<file path="src/rtl/eth_params_pkg.sv">
// Shared types for the UDP parameter loader: record layout, loader FSM states
// and the byte-sum helper used by the optional record checksum.
package eth_params_pkg;

  localparam int PARAM_BYTES = 26;

  typedef struct packed {
    logic [31:0] src_ip;
    logic [15:0] src_port;
    logic [47:0] src_mac;
    logic [31:0] dest_ip;
    logic [15:0] dest_port;
    logic [47:0] dest_mac;
    logic [7:0]  seed;
    logic [7:0]  generator;
  } udp_params_t;

  typedef enum logic [1:0] {
    IDLE    = 2'd0,
    RECV    = 2'd1,
    PENDING = 2'd2
  } loader_state_t;

  // Modulo-256 running sum step
  function automatic logic [7:0] sum8(input logic [7:0] acc, input logic [7:0] data);
    return acc + data;
  endfunction

endpackage

</file>
<file path="src/rtl/udp_param_loader.sv">
// Assembles the UDP parameter record from UART bytes and commits it when the TX path is ready.
// Optional feature: define PARAM_CHECKSUM_EN to append and verify a trailing checksum byte.
module udp_param_loader
  import eth_params_pkg::*;
#(
  parameter int TIMEOUT_CYCLES = 1_000_000
) (
  input  logic                     clk,
  input  logic                     reset,
  input  logic [7:0]               rx_data,
  input  logic                     rx_valid,
  input  logic                     tx_ready,
  output logic [8*PARAM_BYTES-1:0] params,
  output logic                     send,
  output logic                     busy,
  output logic                     err_timeout,
  output logic                     err_overrun,
  output logic                     err_checksum
);

`ifdef PARAM_CHECKSUM_EN
  localparam int CSUM_BYTES = 1;
`else
  localparam int CSUM_BYTES = 0;
`endif
  localparam int REC_BYTES = PARAM_BYTES + CSUM_BYTES;
  localparam int IDX_W     = $clog2(REC_BYTES);
  localparam int TMR_W     = (TIMEOUT_CYCLES > 1) ? $clog2(TIMEOUT_CYCLES) : 1;
  localparam logic [IDX_W-1:0] IDX_TOP  = IDX_W'(REC_BYTES - 1);
  localparam logic [TMR_W-1:0] TMR_LAST = TMR_W'(TIMEOUT_CYCLES - 1);
  localparam logic [TMR_W-1:0] TMR_MAX  = {TMR_W{1'b1}};

  loader_state_t            state_r;
  loader_state_t            state_nxt_s;
  logic [IDX_W-1:0]         idx_r;
  logic [TMR_W-1:0]         timer_r;
  logic [8*PARAM_BYTES-1:0] staging_r;
  udp_params_t              params_r;
  logic                     send_r;
  logic                     busy_r;
  logic                     err_timeout_r;
  logic                     err_overrun_r;

  logic                     last_s;
  logic                     accept_s;
  logic                     commit_s;
  logic                     timeout_s;
  logic                     overrun_s;
  logic                     csum_bad_s;
  logic                     store_en_s;
  int                       store_pos_s;

`ifdef PARAM_CHECKSUM_EN
  logic [7:0] sum_r;
  logic [7:0] sum_nxt_s;
  logic       err_checksum_r;
`endif

  // Next-state and per-cycle control strobes
  always_comb begin
    state_nxt_s = state_r;
    accept_s    = 1'b0;
    commit_s    = 1'b0;
    timeout_s   = 1'b0;
    overrun_s   = 1'b0;
    csum_bad_s  = 1'b0;
    last_s      = (idx_r == {IDX_W{1'b0}});
`ifdef PARAM_CHECKSUM_EN
    sum_nxt_s   = sum8(sum_r, rx_data);
`endif
    case (state_r)
      IDLE: begin
        if (rx_valid) begin
          accept_s    = 1'b1;
          state_nxt_s = RECV;
        end else begin
          state_nxt_s = IDLE;
        end
      end
      RECV: begin
        // A byte arriving in the expiry cycle takes priority over the timeout
        if (rx_valid) begin
          accept_s = 1'b1;
          if (last_s) begin
`ifdef PARAM_CHECKSUM_EN
            csum_bad_s = (sum_nxt_s != 8'd0);
`else
            csum_bad_s = 1'b0;
`endif
            state_nxt_s = csum_bad_s ? IDLE : PENDING;
          end else begin
            state_nxt_s = RECV;
          end
        end else if (timer_r == TMR_LAST) begin
          timeout_s   = 1'b1;
          state_nxt_s = IDLE;
        end else begin
          state_nxt_s = RECV;
        end
      end
      PENDING: begin
        if (tx_ready) begin
          commit_s    = 1'b1;
          accept_s    = rx_valid;
          state_nxt_s = rx_valid ? RECV : IDLE;
        end else begin
          overrun_s   = rx_valid;
          state_nxt_s = PENDING;
        end
      end
      default: begin
        state_nxt_s = IDLE;
      end
    endcase
  end

  // Where an accepted byte lands in the staging register
  always_comb begin
    store_en_s  = 1'b0;
    store_pos_s = 0;
`ifdef PARAM_CHECKSUM_EN
    store_en_s  = accept_s && !last_s;
    store_pos_s = int'(idx_r) - 1;
`else
    store_en_s  = accept_s;
    store_pos_s = int'(idx_r);
`endif
  end

  // State, staging, committed record and status registers
  always_ff @(posedge clk) begin
    if (reset) begin
      state_r       <= IDLE;
      idx_r         <= IDX_TOP;
      timer_r       <= {TMR_W{1'b0}};
      staging_r     <= {(8*PARAM_BYTES){1'b0}};
      params_r      <= {(8*PARAM_BYTES){1'b0}};
      send_r        <= 1'b0;
      busy_r        <= 1'b0;
      err_timeout_r <= 1'b0;
      err_overrun_r <= 1'b0;
`ifdef PARAM_CHECKSUM_EN
      sum_r          <= 8'd0;
      err_checksum_r <= 1'b0;
`endif
    end else begin
      state_r       <= state_nxt_s;
      send_r        <= commit_s;
      busy_r        <= (state_nxt_s != IDLE);
      err_timeout_r <= timeout_s;
      err_overrun_r <= overrun_s;

      if (commit_s) begin
        params_r <= udp_params_t'(staging_r);
      end
      if (store_en_s) begin
        staging_r[8*store_pos_s +: 8] <= rx_data;
      end else if (timeout_s) begin
        staging_r <= {(8*PARAM_BYTES){1'b0}};
      end

      // Timer only advances in RECV and saturates rather than wrapping
      if (accept_s) begin
        timer_r <= {TMR_W{1'b0}};
        idx_r   <= last_s ? IDX_TOP : idx_r - IDX_W'(1);
      end else if (timeout_s) begin
        timer_r <= {TMR_W{1'b0}};
        idx_r   <= IDX_TOP;
      end else if ((state_r == RECV) && (timer_r != TMR_MAX)) begin
        timer_r <= timer_r + TMR_W'(1);
      end

`ifdef PARAM_CHECKSUM_EN
      if (accept_s) begin
        sum_r <= last_s ? 8'd0 : sum_nxt_s;
      end else if (timeout_s) begin
        sum_r <= 8'd0;
      end
      err_checksum_r <= csum_bad_s;
      if (csum_bad_s) begin
        staging_r <= {(8*PARAM_BYTES){1'b0}};
      end
`endif
    end
  end

  assign params      = params_r;
  assign send        = send_r;
  assign busy        = busy_r;
  assign err_timeout = err_timeout_r;
  assign err_overrun = err_overrun_r;
`ifdef PARAM_CHECKSUM_EN
  assign err_checksum = err_checksum_r;
`else
  assign err_checksum = 1'b0;
`endif

endmodule

</file>
<file path="config.mk">
export PLATFORM = sky130hd
export DESIGN_NAME = udp_param_loader
export DESIGN_NICKNAME = d
export VERILOG_FILES = /design/src/rtl/eth_params_pkg.sv /design/src/rtl/udp_param_loader.sv
export SDC_FILE = /design/constraint.sdc
export NUM_CORES = 1
export LEC_CHECK = 0
export BUFFER_PORTS_ARGS = -buffer_cell sky130_fd_sc_hd__buf_2
export CAP_MARGIN = 30
export CORE_UTILIZATION = 45
export CTS_CLUSTER_DIAMETER = 60
export CTS_CLUSTER_SIZE = 16
export DETAILED_ROUTE_END_ITERATION = 12
export PLACE_DENSITY = 0.76
export RECOVER_POWER = 100
export SLEW_MARGIN = 20
export SYNTH_ARGS = -nofsm -noshare
export SYNTH_HDL_FRONTEND = slang
export SYNTH_SLANG_ARGS = --single-unit
</file>
<file path="constraint.sdc">
create_clock -name clk -period 3.2 [get_ports clk]
set_clock_uncertainty 0.15 [all_clocks]
set_input_delay 0.8 -clock clk [delete_from_list [all_inputs] [get_ports clk]]
set_output_delay 0.8 -clock clk [all_outputs]
set_load 0.1 [all_outputs]
</file>
# Word-level counts from Yosys, hierarchy flattened
# Cells that the tools add are included.
dict set report totals {
  ff_bits 447
}
dict set report classes {
  addsub 3
  n_eq_ne 4
  n_shift 2
  mux 20
  bitwise 1
  reduce_logical 8
}
# cell count
set ops {}
lappend ops {{$mux 208} 2}
lappend ops {{$bwmux 208} 1}
lappend ops {{$shift 8x33->208 const A} 1}
lappend ops {{$shiftx 8x33->208} 1}
lappend ops {{$neg 8->33} 1}
lappend ops {{$add 20x1->20 const B} 1}
lappend ops {{$eq 20x20->1 const B} 1}
lappend ops {{$ne 20x20->1 const B} 1}
lappend ops {{$mux 5} 3}
lappend ops {{$mux 1} 9}
lappend ops {{$mux 2} 3}
lappend ops {{$pmux 2 s3} 1}
lappend ops {{$reduce_or 3->1} 2}
lappend ops {{$logic_not 5->1} 1}
lappend ops {{$sub 5x1->5 const B} 1}
lappend ops {{$reduce_bool 2->1} 2}
lappend ops {{$eq 2x1->1 const B} 1}
lappend ops {{$eq 2x2->1 const B} 1}
lappend ops {{$logic_not 2->1} 1}
lappend ops {{$pmux 1 s2} 1}
lappend ops {{$reduce_or 2->1} 1}
lappend ops {{$logic_and 1x1->1} 1}
lappend ops {{$not 1->1} 1}

# Longest topological paths before layout
dict set report logic_depth {
  word_depth 6
  mapped_depth 13
}

# Worst setup path after synthesis
# OpenSTA, ideal clock, no wires.
dict set report synth_path {
  path_kind {reg-to-reg}
  from {register idx_r[0]}
  to {register staging_r[152]}
  setup_ps 117
  t_arrival_ps 2665
  slack_ps 268
  path_stages_with_launch 11
  synth_period_minus_slack_ps 2932
  cell_sequence {dfxtp_1 buf_2 inv_1 ha_1 and2_1 ha_1 nor3b_1 o21ai_2 nor4_4 nor2_1 a22o_1}
}
dict set report synth_via {
  elab_chain_len 4
}
# item line
set synth_lines {}
lappend synth_lines {{from (decl)} udp_param_loader.sv:35} ;# logic [IDX_W-1:0] idx_r;
lappend synth_lines {{from (signal assigned)} udp_param_loader.sv:165} ;# idx_r <= last_s ? IDX_TOP : idx_r - IDX_W'(1);
lappend synth_lines {{$neg 8->33 *} udp_param_loader.sv:157} ;# staging_r[8*store_pos_s +: 8] <= rx_data;
lappend synth_lines {{$shiftx 8x33->208 or $shift 8x33->208 (tied branches)} udp_param_loader.sv:157}
lappend synth_lines {{$bwmux 208 *} udp_param_loader.sv:157}
lappend synth_lines {{$mux 208 *} udp_param_loader.sv:156} ;# if (store_en_s) begin
lappend synth_lines {{to (signal assigned)} udp_param_loader.sv:136} ;# staging_r <= {(8*PARAM_BYTES){1'b0}};
lappend synth_lines {{to (signal, indexed assignment)} udp_param_loader.sv:157}
lappend synth_lines {{to (signal assigned)} udp_param_loader.sv:159} ;# staging_r <= {(8*PARAM_BYTES){1'b0}};
lappend synth_lines {{to (decl)} udp_param_loader.sv:37} ;# logic [8*PARAM_BYTES-1:0] staging_r;
# Every way passes the cells marked *; elsewhere a longest branch is shown, timed or not.
# A chain may end at the register's enable or synchronous reset.

# Worst setup path after layout
dict set report layout_path {
  from {register idx_r[1]}
  to {register staging_r[149]}
}
# Same word-level chain as after synthesis.

==> impl_metrics.yaml <==
clock_network:
  cts_setup_buffers: 0
  cts_buffers: 35
  htreeDepth: 2
  cts_tree: "done"
  numClockSinks: 447
  clock_latency_ns: 0.52
  cts_hold_buf: 0
  root_buffer: "clkbuf_16"
  path_clk_slew_ns: 0.07
  cts_buffer_depth: 3
worst_setup_path:
  crit_path_start: "idx_r[1]$_SDFFE_PP0P_"
  cp-end-kind: "register"
  worstPathMaxFanout: 9
  cp-start-kind: "register"
  required_ns: 3.46
  reg2reg_from: "idx_r[1]$_SDFFE_PP0P_"
  worstSetupPathType: "reg -> reg"
  critPathCapture: "staging_r[149]$_SDFFE_PP0P_"
  cp.arrival_ns: 3.26
  r2r_end: "staging_r[149]$_SDFFE_PP0P_"
  reg2reg_slack_ns: 0.20
  rr_worst_depth: 10
power_and_ir_drop:
  power_density_mw_per_mm2: 555
  peakVddDrop_mv: 0.465
  p_leak_nw: 5.99
timing:
  relSlewSlack_pct: 8.55
  timing.setup.tns_ns: 0
  finalSetupViolCount: 0
  period_share_pct: 93.9
  slew_viol_final: 0
  fmax_ghz: 0.333
  worst_slew_pin_slew_ns: 1.38
  rsz0062_at_grt: "false"
  period_needed_ns: 3.00
  hold_violations: 0
placement:
  place_area_mm2: 0.0175
  dp_hpwl_um: 30600
  gp_congestion: 0.918
  dp.cells: 2356
  port-buffer-count: 223
logic_synthesis:
  synth_edf_count: 0
  synthFlopType: "dfxtp_1"
  ys_seq_elements: 447
  synth.net_count: 1782
  seq_area_frac_synth_pct: 56.2
  synth.cell_area_mm2: 0.0159
  async_flop_share_pct: 0
  synthCells: 1766
  synth_warnings: 0
  avgSynthCellArea_um2: 9.02
  ys_types: 60
grt:
  track_usage_pct: 23.9
  grt_max_degree: 122
  gr-total-overflow: 0
  antenna_found_initial: 0
  grt_pass1_wl_um: 68200
  first_global_vias: 12300
finish:
  drive_gt1_share_pct: 6.77
  antennaDiodeCount: 0
  final_cells: 2404
  fin_nets: 1956
  postLayoutCellArea_mm2: 0.0182
  nFillCells: 3307
  syn2layout_area_growth_pct: 14.1
  multi_input_area_mm2: 0.00639
  seq_area_mm2: 0.00895
floorplanning:
  die-area_mm2: 0.0362
  die_h_um: 190
  start_util_pct: 45.9
  die_x_um: 190
  rows: 68
  io_pins: 225
  core_area_mm2: 0.0347
worst_hold_path:
  min_path_cells: 2
  hold_path.class: "reg -> reg"
drt:
  remaining_drc_errors: 0
  drtPass1Iterations: 5
  drt_wl_total_um: 44900
  dr_total_vias: 13500
  post_drt_via_cell_ratio: 5.60
  drt_iter0_drc: 1017
  wl_per_cell_um: 18.7
  ant_nets: 0
outcome:
  status: "finished, final reports clean"
job:
  maxCapViolations: 0
[per-stage QoR]
| step | util (%) | setup WS [ns] | hold slack, ns | total power, mW |
|---|---|---|---|---|
| after floorplan | - | 0.268 | 0.278 | 6.01 |
| after global placement | 50.3 | 0.330 | 0.289 | 6.15 |
| after detailed placement | 50.4 | 0.248 | 0.293 | 6.16 |
| after CTS | 53.3 | 0.215 | 0.295 | 10.1 |
| after global routing | 52.4 | 0.0156 | 0.318 | 10.4 |
| final | 52.4 | 0.196 | 0.297 | 10.1 |
[placed cells by master (no fill, tap or decap), types with 5 or more instances in the layout]
master       n
nand2_1    458
dfxtp_1    447
a21oi_1    221
clkbuf_1   216
nand3_1     68
a22o_1      67
nor2_1      55
o21ai_0     55
a32o_1      38
buf_4       37
clkbuf_16   35
o2bb2ai_1   29
inv_1       14
nand2b_1    14
nand4_1     13
nor2b_1     11
xor2_1       9
buf_2        9
nor3_1       8
o32ai_1      8
xnor2_1      8
nor4_4       7
nor4b_1      7
and3_1       7
nor4_1       7
o21ai_1      7
a2bb2o_1     7
or2_2        5
[critical path, cell delays in order (launching register included)]
cell,delay [ns]
dfxtp_1,0.41
inv_1,0.09
ha_1,0.20
and2_1,0.15
ha_1,0.20
clkbuf_1,0.16
nor3b_1,0.25
o21ai_2,0.27
nor4_2,0.51
nor2_1,0.25
a32o_1,0.26
[cell families after synthesis]
group | share of synthesized area [%]
AOI/OAI and AO/OA | 18.6
xor gates and xnor gates | 1.21
DFF | 56.2
buffers and inverters | 3.71
muxes | 0.189
other | 0.0235
adders and majority gates | 0.314
and+or+nand+nor | 19.7
[sequential cells by signal, indices dropped and copies added, names as in the netlist]
register     cells
err_overrun      1
state_r          2
staging_r      208
send             1
busy             1
idx_r            5
err_timeout      1
params         208
timer_r         20
[layout make-up]
| type | count | share of cell area, % |
|---|---|---|
| Sequential cell | 447 | 49.2 |
| Multi-Input combinational cell | 1173 | 35.1 |
| Inverter | 14 | 0.289 |
| Timing Repair Buffer | 269 | 6.73 |
| Clock inverter | 6 | 0.379 |
| Clock buffer | 40 | 5.09 |
| Tap cell | 455 | 3.13 |
[worst min-delay path by stage]
stage                                            from                       end
final                     staging_r[181]$_SDFFE_PP0P_  params[181]$_SDFFE_PP0P_
after global routing       staging_r[28]$_SDFFE_PP0P_   params[28]$_SDFFE_PP0P_
after detailed placement  staging_r[141]$_SDFFE_PP0P_  params[141]$_SDFFE_PP0P_
after floorplan           staging_r[185]$_SDFFE_PP0P_  params[185]$_SDFFE_PP0P_
after CTS                 staging_r[175]$_SDFFE_PP0P_  params[175]$_SDFFE_PP0P_
after global placement    staging_r[156]$_SDFFE_PP0P_  params[156]$_SDFFE_PP0P_
[report_power, final]
part,internal (mW),switching [mW]
Combinational,0.103,0.342
Clock,2.13,1.91
Sequential,5.58,0.0151
[timing repair]
item | 4_1_cts | 5_1_grt
endpoints found under the setup margin | 0 | 17
gates resized for setup | 0 | 4
hold endpoints to repair | 0 | 0
[routing by layer]
layer  vias up  wire (um)  GRT usage, %
li1       6436          -             -
met1      6406      19500          31.9
met2       532      21000          39.0
met3        87       2920          3.62
met4         0       1390          9.14
met5         -          0             0
[cells in the mapped netlist, drive strengths merged (5+ instances only)]
library cell | count | area [um2]
a21oi | 224 | 1130
a22o | 67 | 587
a2bb2o | 7 | 70.1
a32o | 38 | 380
and3 | 7 | 43.8
buf | 30 | 155
clkbuf | 102 | 383
dfxtp | 447 | 8950
inv | 14 | 52.6
nand2 | 461 | 1740
nand2b | 14 | 87.6
nand3 | 68 | 340
nand4 | 13 | 81.3
nor2 | 56 | 220
nor2b | 12 | 75.1
nor3 | 13 | 86.3
nor4 | 15 | 229
nor4b | 7 | 61.3
o21ai | 63 | 319
o2bb2ai | 29 | 254
o32ai | 8 | 70.1
or2 | 5 | 31.3
or4 | 5 | 37.5
xnor2 | 9 | 86.3
xor2 | 10 | 106
(Power assumes the default switching activity.)
